--- src/rtl/audio_pkg.sv ---
// Shared audio constants: default clocking, widths, divider FSM states and
// the note frequency table consumed by the music sequencer.
package audio_pkg;

    localparam int CLK_HZ_DEFAULT = 100_000_000;
    localparam int HZ_W           = 12;
    localparam int CNT_W          = 26;

    typedef enum logic [1:0] {
        IDLE = 2'd0,
        DIV  = 2'd1,
        DONE = 2'd2
    } div_state_t;

    // Equal-tempered notes rounded to the nearest Hz; octave 4 through 5.
    localparam logic [HZ_W-1:0] NO_VOICE = 12'd0;
    localparam logic [HZ_W-1:0] NOTE_C4  = 12'd262;
    localparam logic [HZ_W-1:0] NOTE_CS4 = 12'd277;
    localparam logic [HZ_W-1:0] NOTE_D4  = 12'd294;
    localparam logic [HZ_W-1:0] NOTE_DS4 = 12'd311;
    localparam logic [HZ_W-1:0] NOTE_E4  = 12'd330;
    localparam logic [HZ_W-1:0] NOTE_F4  = 12'd349;
    localparam logic [HZ_W-1:0] NOTE_FS4 = 12'd370;
    localparam logic [HZ_W-1:0] NOTE_G4  = 12'd392;
    localparam logic [HZ_W-1:0] NOTE_GS4 = 12'd415;
    localparam logic [HZ_W-1:0] NOTE_A4  = 12'd440;
    localparam logic [HZ_W-1:0] NOTE_AS4 = 12'd466;
    localparam logic [HZ_W-1:0] NOTE_B4  = 12'd494;
    localparam logic [HZ_W-1:0] NOTE_C5  = 12'd523;
    localparam logic [HZ_W-1:0] NOTE_CS5 = 12'd554;
    localparam logic [HZ_W-1:0] NOTE_D5  = 12'd587;
    localparam logic [HZ_W-1:0] NOTE_DS5 = 12'd622;
    localparam logic [HZ_W-1:0] NOTE_E5  = 12'd659;
    localparam logic [HZ_W-1:0] NOTE_F5  = 12'd698;
    localparam logic [HZ_W-1:0] NOTE_FS5 = 12'd740;
    localparam logic [HZ_W-1:0] NOTE_G5  = 12'd784;
    localparam logic [HZ_W-1:0] NOTE_GS5 = 12'd831;
    localparam logic [HZ_W-1:0] NOTE_A5  = 12'd880;
    localparam logic [HZ_W-1:0] NOTE_AS5 = 12'd932;
    localparam logic [HZ_W-1:0] NOTE_B5  = 12'd988;

endpackage

--- src/rtl/seq_divider.sv ---
// Iterative restoring unsigned divider, one quotient bit per cycle.
// done is high during the final iteration; quotient is valid the next cycle.
module seq_divider #(
    parameter int N_W = 26,
    parameter int D_W = 12
) (
    input  logic           clk,
    input  logic           rst,
    input  logic           start,
    input  logic [N_W-1:0] dividend,
    input  logic [D_W-1:0] divisor,
    output logic           done,
    output logic [N_W-1:0] quotient
);

    localparam int C_W = $clog2(N_W + 1);

    logic [N_W-1:0] rem_reg;
    logic [N_W-1:0] quo_reg;
    logic [N_W-1:0] div_reg;
    logic [C_W-1:0] cnt_reg;
    logic           run_reg;

    logic [N_W-1:0] rem_shift;
    logic [N_W-1:0] rem_sub;
    logic           sub_ok;

    // The remainder stays below the divisor (D_W < N_W), so the shifted-out
    // MSB is always zero and N_W bits are enough for the trial subtraction.
    always_comb begin
        rem_shift = {rem_reg[N_W-2:0], quo_reg[N_W-1]};
        sub_ok    = (rem_shift >= div_reg);
        rem_sub   = rem_shift - div_reg;
    end

    always_ff @(posedge clk) begin
        if (rst) begin
            rem_reg <= '0;
            quo_reg <= '0;
            div_reg <= '0;
            cnt_reg <= '0;
            run_reg <= 1'b0;
        end else if (start) begin
            rem_reg <= '0;
            quo_reg <= dividend;
            div_reg <= N_W'(divisor);
            cnt_reg <= C_W'(N_W);
            run_reg <= 1'b1;
        end else if (run_reg) begin
            rem_reg <= sub_ok ? rem_sub : rem_shift;
            quo_reg <= {quo_reg[N_W-2:0], sub_ok};
            cnt_reg <= cnt_reg - C_W'(1);
            if (cnt_reg == C_W'(1)) begin
                run_reg <= 1'b0;
            end
        end
    end

    assign done     = run_reg && (cnt_reg == C_W'(1));
    assign quotient = quo_reg;

endmodule

--- src/rtl/buzzer_tone_gen.sv ---
// Square-wave buzzer driver: divides CLK_HZ/2 by the requested tone at run time
// and swaps the half-period only on a toggle boundary so the output never glitches.
module buzzer_tone_gen
    import audio_pkg::*;
#(
    parameter int CLK_HZ = CLK_HZ_DEFAULT,
    parameter int HZ_W   = audio_pkg::HZ_W,
    parameter int CNT_W  = audio_pkg::CNT_W
) (
    input  logic            clk,
    input  logic            rst,
    input  logic [HZ_W-1:0] hz,
    output logic            buzzer,
    output logic            busy,
    output logic            tone_active
);

    localparam logic [CNT_W-1:0] HALF_CLK = CNT_W'(CLK_HZ / 2);
    localparam logic [CNT_W-1:0] MIN_HALF = CNT_W'(2);
    localparam logic [CNT_W-1:0] ONE      = CNT_W'(1);

    div_state_t      state_reg;
    div_state_t      state_next;
    logic [HZ_W-1:0] hz_latched_reg;
    logic [CNT_W-1:0] pending_reg;
    logic            pending_valid_reg;
    logic [CNT_W-1:0] half_cur_reg;
    logic [CNT_W-1:0] cnt_reg;
    logic            buzzer_reg;

    logic            hz_change;
    logic            div_start;
    logic            div_done;
    logic [CNT_W-1:0] div_quotient;
    logic [CNT_W-1:0] quo_floor;
    logic            done_commit;
    logic            silence_req;
    logic            new_valid;
    logic [CNT_W-1:0] new_val;
    logic            eff_valid;
    logic [CNT_W-1:0] eff_val;
    logic            terminal;

    assign hz_change = (hz != hz_latched_reg);

    seq_divider #(
        .N_W(CNT_W),
        .D_W(HZ_W)
    ) u_div (
        .clk      (clk),
        .rst      (rst),
        .start    (div_start),
        .dividend (HALF_CLK),
        .divisor  (hz),
        .done     (div_done),
        .quotient (div_quotient)
    );

    always_ff @(posedge clk) begin
        if (rst) begin
            state_reg <= IDLE;
        end else begin
            state_reg <= state_next;
        end
    end

    always_comb begin
        state_next = state_reg;
        case (state_reg)
            IDLE: if (hz_change && (hz != '0)) state_next = DIV;
            DIV:  if (div_done) state_next = DONE;
            DONE: state_next = IDLE;
            default: state_next = IDLE;
        endcase
    end

    always_comb begin
        div_start = (state_reg == IDLE) && hz_change && (hz != '0);
        busy      = (state_reg == DIV);
    end

    always_ff @(posedge clk) begin
        if (rst) begin
            hz_latched_reg <= '0;
        end else if ((state_reg == IDLE) && hz_change) begin
            hz_latched_reg <= hz;
        end
    end

    // A result computed for an hz that has since moved is dropped here;
    // IDLE will see the difference on the next cycle and start over.
    always_comb begin
        quo_floor   = (div_quotient < MIN_HALF) ? MIN_HALF : div_quotient;
        done_commit = (state_reg == DONE) && !hz_change;
        silence_req = (state_reg == IDLE) && hz_change && (hz == '0);
        new_valid   = done_commit || silence_req;
        new_val     = done_commit ? quo_floor : '0;
        eff_valid   = new_valid || pending_valid_reg;
        eff_val     = new_valid ? new_val : pending_reg;
        terminal    = (half_cur_reg != '0) && (cnt_reg == half_cur_reg - ONE);
    end

    always_ff @(posedge clk) begin
        if (rst) begin
            pending_reg       <= '0;
            pending_valid_reg <= 1'b0;
            half_cur_reg      <= '0;
            cnt_reg           <= '0;
            buzzer_reg        <= 1'b0;
        end else if (half_cur_reg != '0) begin
            if (terminal) begin
                cnt_reg <= '0;
                if (eff_valid) begin
                    half_cur_reg      <= eff_val;
                    pending_valid_reg <= 1'b0;
                    buzzer_reg        <= (eff_val == '0) ? 1'b0 : ~buzzer_reg;
                end else begin
                    buzzer_reg <= ~buzzer_reg;
                end
            end else begin
                cnt_reg           <= cnt_reg + ONE;
                pending_reg       <= eff_val;
                pending_valid_reg <= eff_valid;
            end
        end else begin
            // Silent: a waiting period is consumed straight away, while a
            // value arriving this same cycle is kept for the next boundary.
            cnt_reg    <= '0;
            buzzer_reg <= 1'b0;
            if (pending_valid_reg) begin
                half_cur_reg <= pending_reg;
            end
            pending_valid_reg <= new_valid;
            if (new_valid) begin
                pending_reg <= new_val;
            end
        end
    end

    assign buzzer      = buzzer_reg;
    assign tone_active = (half_cur_reg != '0);

endmodule

--- config.mk ---
export PLATFORM = sky130hd
export DESIGN_NAME = buzzer_tone_gen
export DESIGN_NICKNAME = d
export VERILOG_FILES = /design/src/rtl/audio_pkg.sv /design/src/rtl/seq_divider.sv /design/src/rtl/buzzer_tone_gen.sv
export SDC_FILE = /design/constraint.sdc
export NUM_CORES = 1
export LEC_CHECK = 0
export CAP_MARGIN = 20
export CORE_AREA = 2 2 127 129
export CTS_CLUSTER_SIZE = 14
export DETAILED_ROUTE_END_ITERATION = 10
export DIE_AREA = 0 0 129 131
export PLACE_DENSITY_LB_ADDON = 0.2
export SYNTH_ARGS = -nofsm -noshare
export SYNTH_HDL_FRONTEND = slang
export SYNTH_SLANG_ARGS = --single-unit
export TNS_END_PERCENT = 100
--- constraint.sdc ---
create_clock -name clk -period 4.4 [get_ports clk]
set_input_delay 0.66 -clock clk [delete_from_list [all_inputs] [get_ports clk]]
set_output_delay 0.66 -clock clk [all_outputs]
set_load 0.005 [all_outputs]
==> results.yml, run 1 <==
worst_setup_path:
  setup.worst_path.start: "half_cur_reg[0]"
  critical-path-top-delay-family: "simple AND/OR/NAND/NOR gates"
  critical_path_cell_count: 11
  regToRegEndpoint: "buzzer"
  path_class: "reg -> reg"
  worst-r2r-cell-count: 11
  critPathCapture: "buzzer"
  crit_path_top_delay_cell: "sky130_fd_sc_hd__or4_4"
  path_buf_inv: 2
  cp-end-kind: "register"
  delay_of_the_slowest_cell_on_the_worst_path_ns: 0.69
  cp_data_arrival_time_ns: 4.40
  crit_path_max_fanout: 27
  crit_path_start_kind: "register"
  crit_chain: "inv_1 -> ha_1 -> or3b_1 -> a211oi_1 -> a22oi_1 -> or4b_1 -> or4_4 -> nor3_4 -> buf_4 -> nand3b_1 -> a211oi_1"
  critical_path.most_common_cell: "sky130_fd_sc_hd__a211oi_1"
  timing.rr.start: "half_cur_reg[0]"
  crit_required_ns: 4.75
  worst-r2r-setup-slack_ns: 0.34
finish:
  fin_util_pct: 63.4
  layout-area-overhead-vs-synth_pct: 8.96
  final_nets: 1150
  num-fill-cells: 1396
  drive_above_1_share_pct: 6.19
  num_antenna_cells: 0
clock_network:
  max-clock-path-buffers: 2
  h-tree-depth: 4
  tritoncts: "built"
  holdBufCountCts: 0
  clock_sink_count: 163
  number_of_buffers_created_by_cts: 17
  cts_resized: 0
  postCtsSetupRepairBufs: 0
  clk-insertion-delay-late_ns: 0.43
  clockRootBuffer: "sky130_fd_sc_hd__clkbuf_16"
  worst_setup_hold_path_clk_slew_ns: 0.07
yosys:
  yosys-top-cells-area: "sky130_fd_sc_hd__dfxtp_1 36%, sky130_fd_sc_hd__nand2_1 5.8%, sky130_fd_sc_hd__nor2_1 5.4%"
  syn_area_mm2: 0.00908
  yosys_most_used_dff: "sky130_fd_sc_hd__dfxtp_1"
  synth_area_per_cell_um2: 7.97
  synth_async_sr_flop_share_pct: 0
  yosys.area.top_type: "sky130_fd_sc_hd__dfxtp_1"
  synth-seq-cells: 163
  number_of_enable_flip_flop_cells_after_synthesis: 0
  netlist-cell-type-count: 68
  count_of_synthesis_stage_warnings_from_yosys: 0
  register_area_share_after_synthesis_pct: 35.9
  syn_inst: 1139
  syn_nets: 1171
  synth_top_cell_area_share_pct: 35.9
floorplanning:
  chipHeight_um: 131
  floorplan.core_area_mm2: 0.0156
  starting_density_pct: 58.2
  horiz_die_dim_um: 129
  num_io_pins: 17
  std_cell_rows: 46
  fp.dieArea_mm2: 0.0169
sta:
  fin_skew_ns: 0.00945
  final.period_utilization_pct: 92.2
  fmax_ghz: 0.246
  finalSetupViolCount: 0
  clock_period_minus_worst_slack_ns: 4.06
  max-slew-margin-rel_pct: 34.8
  fin_tns_setup_ns: 0
  grt_setup_unrepaired: "false"
  report.final.hold_viol_count: 0
  tightest_slew_ns: 0.978
  final-max-slew-violation-count: 0
routing:
  detail_route.wirelength_mm: 22.2
  post_drt_wl_per_cell_um: 16.5
  avgViaCountPerCell: 5.95
  drt_pass1_iterations: 6
  detailroute.via_count: 8009
  dr.first_iter.drc_count: 737
  drc: 0
  drtAntennaViolNets: 0
grt:
  grt-ovfl-total: 0
  maximum_number_of_pins_on_one_net_before_global_route_repair: 86
  globalRouteTotalUtil_pct: 27.1
  grt_pass1_wl_mm: 36.5
  vias_in_the_first_global_route: 7050
  initial_antenna_violation_count: 0
power:
  power_per_cell_area_mw_per_mm2: 357
  netsw_uw: 987
  flop_pwr_share_pct: 44.8
  power.combinational.fraction_pct: 13.4
  cellInternalPower_uw: 2550
  pwr-share-clk_pct: 41.7
  leakage_uw: 0.00368
  vdd_drop_max_mv: 0.321
  swShare_pct: 27.9
hold_path:
  cell_depth_of_the_worst_hold_path: 2
  hold_path_startpoint: "u_div.div_reg[2]"
  hold_path.class: "reg -> reg"
placed_design:
  dp_hpwl_mm: 15.4
  routability_driven_placement_congestion_ratio: 0.961
  buffer_ports.inserted: 16
status:
  run_status: "completed"
flow_run:
  max_cap_viol_count: 0
==> power groups by stage <==
stage	Sequential (µW)	Clock, µW	Combinational (µW)
after global routing	1590	1560	536
final	1580	1470	475
after detailed placement	1620	0	471
after floorplan	1580	0	398
after global placement	1620	0	467
after CTS	1580	1500	475
==> Yosys cell counts, types with 31 or more instances <==
cell type and instances:
sky130_fd_sc_hd__xnor2_1 37, sky130_fd_sc_hd__xor2_1 50, sky130_fd_sc_hd__o21ai_0 43, sky130_fd_sc_hd__nor2_1 130
sky130_fd_sc_hd__dfxtp_1 163, sky130_fd_sc_hd__a21oi_1 83, sky130_fd_sc_hd__mux2i_1 33, sky130_fd_sc_hd__nor4_1 65
sky130_fd_sc_hd__inv_1 31, sky130_fd_sc_hd__a22oi_1 49, sky130_fd_sc_hd__clkbuf_1 50, sky130_fd_sc_hd__nand2_1 141
==> how the worst min path moves through the flow <==
stage                         to  slack [ns]
3_3_place_gp    u_div.div_reg[4]        0.44
2_1_floorplan  u_div.div_reg[10]        0.44
6_report        u_div.div_reg[2]        0.46
5_1_grt         u_div.div_reg[7]        0.47
4_1_cts         u_div.div_reg[2]        0.46
3_5_place_dp    u_div.div_reg[2]        0.45
==> routing by layer <==
| metal | global-route usage [%] | share of wire [%] |
|---|---|---|
| met5 | 0 | 0 |
| met3 | 5.82 | 5.7 |
| met4 | 8.89 | 2.3 |
| met1 | 39.4 | 49 |
| met2 | 40.0 | 43 |
==> per-stage QoR <==
step	hold slack (ns)	instance area [µm²]	setup slack [ns]	power, µW	std cells
finish	0.457	9890	0.342	3530	1347
global route	0.474	9890	0.0664	3690	1347
CTS	0.461	9880	0.411	3550	1346
detailed placement	0.451	9300	0.422	2090	1314
global placement	0.443	9300	0.531	2080	1314
floorplan	0.436	9080	0.976	1980	1139
==> tightest hold or removal path, stage by stage (launching register included) <==
cell and delay (ns):
sky130_fd_sc_hd__dfxtp_1 0.31, sky130_fd_sc_hd__nand2_1 0.05, sky130_fd_sc_hd__a21oi_1 0.05
==> logic make-up after synthesis <==
| logic type | after synthesis | share of synthesized area, % |
|---|---|---|
| AND/OR/NAND/NOR | 490 | 27.1 |
| AO/OA/AOI/OAI | 243 | 17.1 |
| flip-flops | 163 | 35.9 |
| buffers and inverters | 104 | 5.14 |
| XOR/XNOR | 87 | 8.39 |
| multiplexers | 34 | 3.76 |
| adder cells (fa/ha/maj) | 18 | 2.56 |
==> layout make-up <==
type	count	area, µm²	area share, %
clock inverter	13	139	1.40
multi-input combinational	872	5360	54.2
timing repair buffer	33	295	2.99
tap	216	270	2.73
inverter	31	116	1.18
clock buffer	19	443	4.48
sequential	163	3270	33.0
==> placed cells by master, fill, tap and decap left out, types with 14 or more instances in the layout <==
| cell type | instances |
|---|---|
| sky130_fd_sc_hd__dfxtp_1 | 162 |
| sky130_fd_sc_hd__nand2_1 | 141 |
| sky130_fd_sc_hd__nor2_1 | 130 |
| sky130_fd_sc_hd__a21oi_1 | 83 |
| sky130_fd_sc_hd__nor4_1 | 65 |
| sky130_fd_sc_hd__xor2_1 | 50 |
| sky130_fd_sc_hd__a22oi_1 | 49 |
| sky130_fd_sc_hd__o21ai_0 | 43 |
| sky130_fd_sc_hd__xnor2_1 | 37 |
| sky130_fd_sc_hd__mux2i_1 | 33 |
| sky130_fd_sc_hd__inv_1 | 31 |
| sky130_fd_sc_hd__a211oi_1 | 27 |
| sky130_fd_sc_hd__nand3_1 | 24 |
| sky130_fd_sc_hd__nor3_1 | 20 |
| sky130_fd_sc_hd__ha_1 | 17 |
| sky130_fd_sc_hd__clkbuf_16 | 17 |
| sky130_fd_sc_hd__buf_4 | 16 |
| sky130_fd_sc_hd__clkdlybuf4s50_1 | 15 |
| sky130_fd_sc_hd__nand4_1 | 14 |
Note: power is estimated with default switching activity, not from simulation.
==> run 2: changes to the inputs <==
--- a/constraint.sdc
+++ b/constraint.sdc
@@ -3,2 +3,2 @@
 set_output_delay 0.66 -clock clk [all_outputs]
-set_load 0.005 [all_outputs]
+set_load 0.05 [all_outputs]
==> results of run 2 <==
The final DEF is identical to that of run 1. Status: completed.
Among the figures that moved: total power 3530 µW -> 3540 µW
==> run 3: changes to the inputs <==
Settings changed: ABC_AREA from default to 1, CORE_AREA 2 2 127 129 to 4 4 132 134, DIE_AREA 0 0 129 131 to 0 0 136 138.
==> run 3 against run 2 <==
Against the previous run: combinational power is 140% higher; largest cell class unchanged; routed wire length up 6.8%; critical endpoint is now half_cur_reg[20]; cell count is 28% higher; final area increased by 5.3%; global-route usage down 1.3 points; non-clock buffer count is 7 lower.
==> results.yml, run 3 <==
status:
  run_status: "completed"
routing:
  detail_route.wirelength_mm: 23.7
  avgViaCountPerCell: 5.40
  highest_layer: "met4"
  met3WireLength_mm: 1.46
  post_drt_wl_per_cell_um: 13.7
  drt_pass1_iterations: 8
  routed-wl-met2_mm: 10.0
  drtAntennaViolNets: 0
  drc: 0
  wirelength_met1_mm: 11.9
  dr.first_iter.drc_count: 901
  detailroute.via_count: 9327
worst_setup_path:
  crit_path_max_fanout: 52
  path_class: "reg -> reg"
  critical_path.most_common_cell: "sky130_fd_sc_hd__nand2_1"
  crit_path_start_kind: "register"
  critical-path-top-delay-family: "simple AND/OR/NAND/NOR gates"
  delay_of_the_slowest_cell_on_the_worst_path_ns: 0.42
  cp-end-kind: "register"
  path_buf_inv: 2
  crit_chain: "inv_1 -> ha_1 -> nand2_1 -> nor2_2 -> nand2_1 -> nand2_1 -> nand3_1 -> o21ai_1 -> inv_1 -> nand2_1 -> nor2_1 -> nand2_1 -> nor2_2 -> nand2_2 -> nand2_2 -> nand2_4 -> nand2_1 -> nand2_1 -> nor2_1"
  cp_data_arrival_time_ns: 3.54
  crit_required_ns: 4.72
  crit_path_top_delay_cell: "sky130_fd_sc_hd__nand2_4"
power:
  vdd_drop_max_mv: 0.327
  power_per_cell_area_mw_per_mm2: 414
  netsw_uw: 1430
  swShare_pct: 33.2
  leakage_uw: 0.00496
  total_power_uw: 4310
  power.combinational.fraction_pct: 26.2
  flop_pwr_share_pct: 39.0
  cellInternalPower_uw: 2880
  pwr-share-clk_pct: 34.8
yosys:
  yosysMostFrequentCell: "sky130_fd_sc_hd__nand2_1"
  netlist-cell-type-count: 40
  synth-seq-cells: 163
  syn_area_mm2: 0.00953
  count_of_synthesis_stage_warnings_from_yosys: 0
  yosys_most_used_dff: "sky130_fd_sc_hd__dfxtp_1"
  synth_area_per_cell_um2: 6.34
  synthTopCellsByCount: "382 x sky130_fd_sc_hd__nand2_1, 227 x sky130_fd_sc_hd__nor2_1, 171 x sky130_fd_sc_hd__inv_1"
  number_of_enable_flip_flop_cells_after_synthesis: 0
  yosys-top-cells-area: "sky130_fd_sc_hd__dfxtp_1 34%, sky130_fd_sc_hd__nand2_1 15%, sky130_fd_sc_hd__nor2_1 8.9%"
  synth_async_sr_flop_share_pct: 0
  syn_nets: 1534
  syn_inst: 1502
  register_area_share_after_synthesis_pct: 34.2
  yosys.area.top_type: "sky130_fd_sc_hd__dfxtp_1"
  synth_top_cell_area_share_pct: 34.2
clock_network:
  max-clock-path-buffers: 2
  clockRootBuffer: "sky130_fd_sc_hd__clkbuf_16"
  h-tree-depth: 4
  clk-insertion-delay-late_ns: 0.42
  postCtsSetupRepairBufs: 0
  cts_resized: 0
  holdBufCountCts: 0
  number_of_buffers_created_by_cts: 17
  worst_setup_hold_path_clk_slew_ns: 0.06
  clock_sink_count: 163
  tritoncts: "built"
sta:
  fmax_ghz: 0.310
  fin_tns_setup_ns: 0
  clock_period_minus_worst_slack_ns: 3.23
  max-slew-margin-rel_pct: 35.6
  finalSetupViolCount: 0
  final-max-slew-violation-count: 0
  grt_setup_unrepaired: "false"
  fin_ws_ns: 1.17
  report.final.hold_viol_count: 0
  tightest_slew_ns: 0.963
  fin_skew_ns: 0.00943
  final.period_utilization_pct: 73.4
grt:
  maximum_number_of_pins_on_one_net_before_global_route_repair: 78
  grt-ovfl-total: 0
  initial_antenna_violation_count: 0
  vias_in_the_first_global_route: 8413
  grt_pass1_wl_mm: 40.3
  globalRouteTotalUtil_pct: 25.8
placed_design:
  detailed_place.area_mm2: 0.00980
  buffer_ports.inserted: 16
  pre_cts_slack_ns: 1.06
  dp_hpwl_mm: 17.4
  routability_driven_placement_congestion_ratio: 0.938
floorplanning:
  std_cell_rows: 47
  fp.dieArea_mm2: 0.0188
  num_io_pins: 17
  chipHeight_um: 138
  starting_density_pct: 58.5
  floorplan.core_area_mm2: 0.0163
  horiz_die_dim_um: 136
finish:
  drive_above_1_share_pct: 4.58
  fin_util_pct: 64.0
  layout-area-overhead-vs-synth_pct: 9.34
  num_antenna_cells: 0
  layout.cells.most_common: "sky130_fd_sc_hd__nand2_1"
  final_area_mm2: 0.0104
  final_cell_mix: "382 x sky130_fd_sc_hd__nand2_1, 227 x sky130_fd_sc_hd__nor2_1, 171 x sky130_fd_sc_hd__inv_1, 163 x sky130_fd_sc_hd__dfxtp_1, 120 x sky130_fd_sc_hd__o21ai_0"
  final_nets: 1526
hold_path:
  hold_path.class: "reg -> reg"
flow_run:
  max_cap_viol_count: 0
-- run 3: changes by cell type in the layout (fill, tap and decap cells not counted), moves of 33 or more --
cell / previous run / this run
sky130_fd_sc_hd__nand2_1: 141 / 382
sky130_fd_sc_hd__inv_1: 31 / 171
sky130_fd_sc_hd__nor2_1: 130 / 227
sky130_fd_sc_hd__o21ai_0: 43 / 120
sky130_fd_sc_hd__nor4_1: 65 / 7
sky130_fd_sc_hd__nand3_1: 24 / 76
sky130_fd_sc_hd__a22oi_1: 49 / 0
sky130_fd_sc_hd__mux2i_1: 33 / 0
-- run 3: cell families after synthesis --
group,synth area share (%)
flops,34.2
compound gates,13.7
buf+inv,9.48
fa+ha+maj,2.44
simple gates,34.4
xor+xnor,5.70
-- run 3: layout make-up --
class,instances,area [µm²]
Sequential cell,163,3260
Clock buffer,21,470
Timing Repair Buffer,26,255
Fill cell,1566,5870
Inverter,178,668
Tap cell,220,275
Clock inverter,11,124
Multi-Input combinational cell,1108,5360
-- run 3: routing by layer --
| layer | vias to the layer above | global-route usage, % |
|---|---|---|
| li1 | 4796 | - |
| met1 | 4236 | 40.0 |
| met2 | 270 | 37.1 |
| met3 | 25 | 4.22 |
| met4 | 0 | 6.47 |
| met5 | - | 0 |
-- run 3: path summary, 6_finish.rpt --
| check | slack [ns] | cells past startpoint | endpoint | from |
|---|---|---|---|---|
| setup / recovery | 1.17 | 19 | half_cur_reg[20] | half_cur_reg[0] |
| hold / removal | 0.47 | 2 | hz_latched_reg[2] | hz_latched_reg[2] |
| setup reg to reg | 1.17 | 19 | half_cur_reg[20] | half_cur_reg[0] |
| hold reg to reg | 0.47 | 2 | hz_latched_reg[2] | hz_latched_reg[2] |
-- run 3: power by group through the flow --
stage | clock network [µW] | registers (µW) | logic, µW
after floorplan | 0 | 1680 | 890
after global placement | 0 | 1720 | 1080
after detailed placement | 0 | 1720 | 1090
after CTS | 1520 | 1690 | 1100
after global routing | 1600 | 1700 | 1290
final | 1500 | 1680 | 1130
-- run 3: worst min-delay path, delay by kind of cell, from the launching register on --
| kind | cells | cell delay [ns] |
|---|---|---|
| AO/OA/AOI/OAI | 1 | 0.05 |
| buffers and inverters | 1 | 0.06 |
| flip-flops | 1 | 0.31 |
-- run 3: metrics by stage --
| step | cells | hold slack, ns |
|---|---|---|
| 2_1_floorplan | 1502 | 0.432 |
| 3_3_place_gp | 1694 | 0.463 |
| 3_5_place_dp | 1694 | 0.461 |
| 4_1_cts | 1726 | 0.470 |
| 5_1_grt | 1727 | 0.494 |
| 6_report | 1727 | 0.468 |
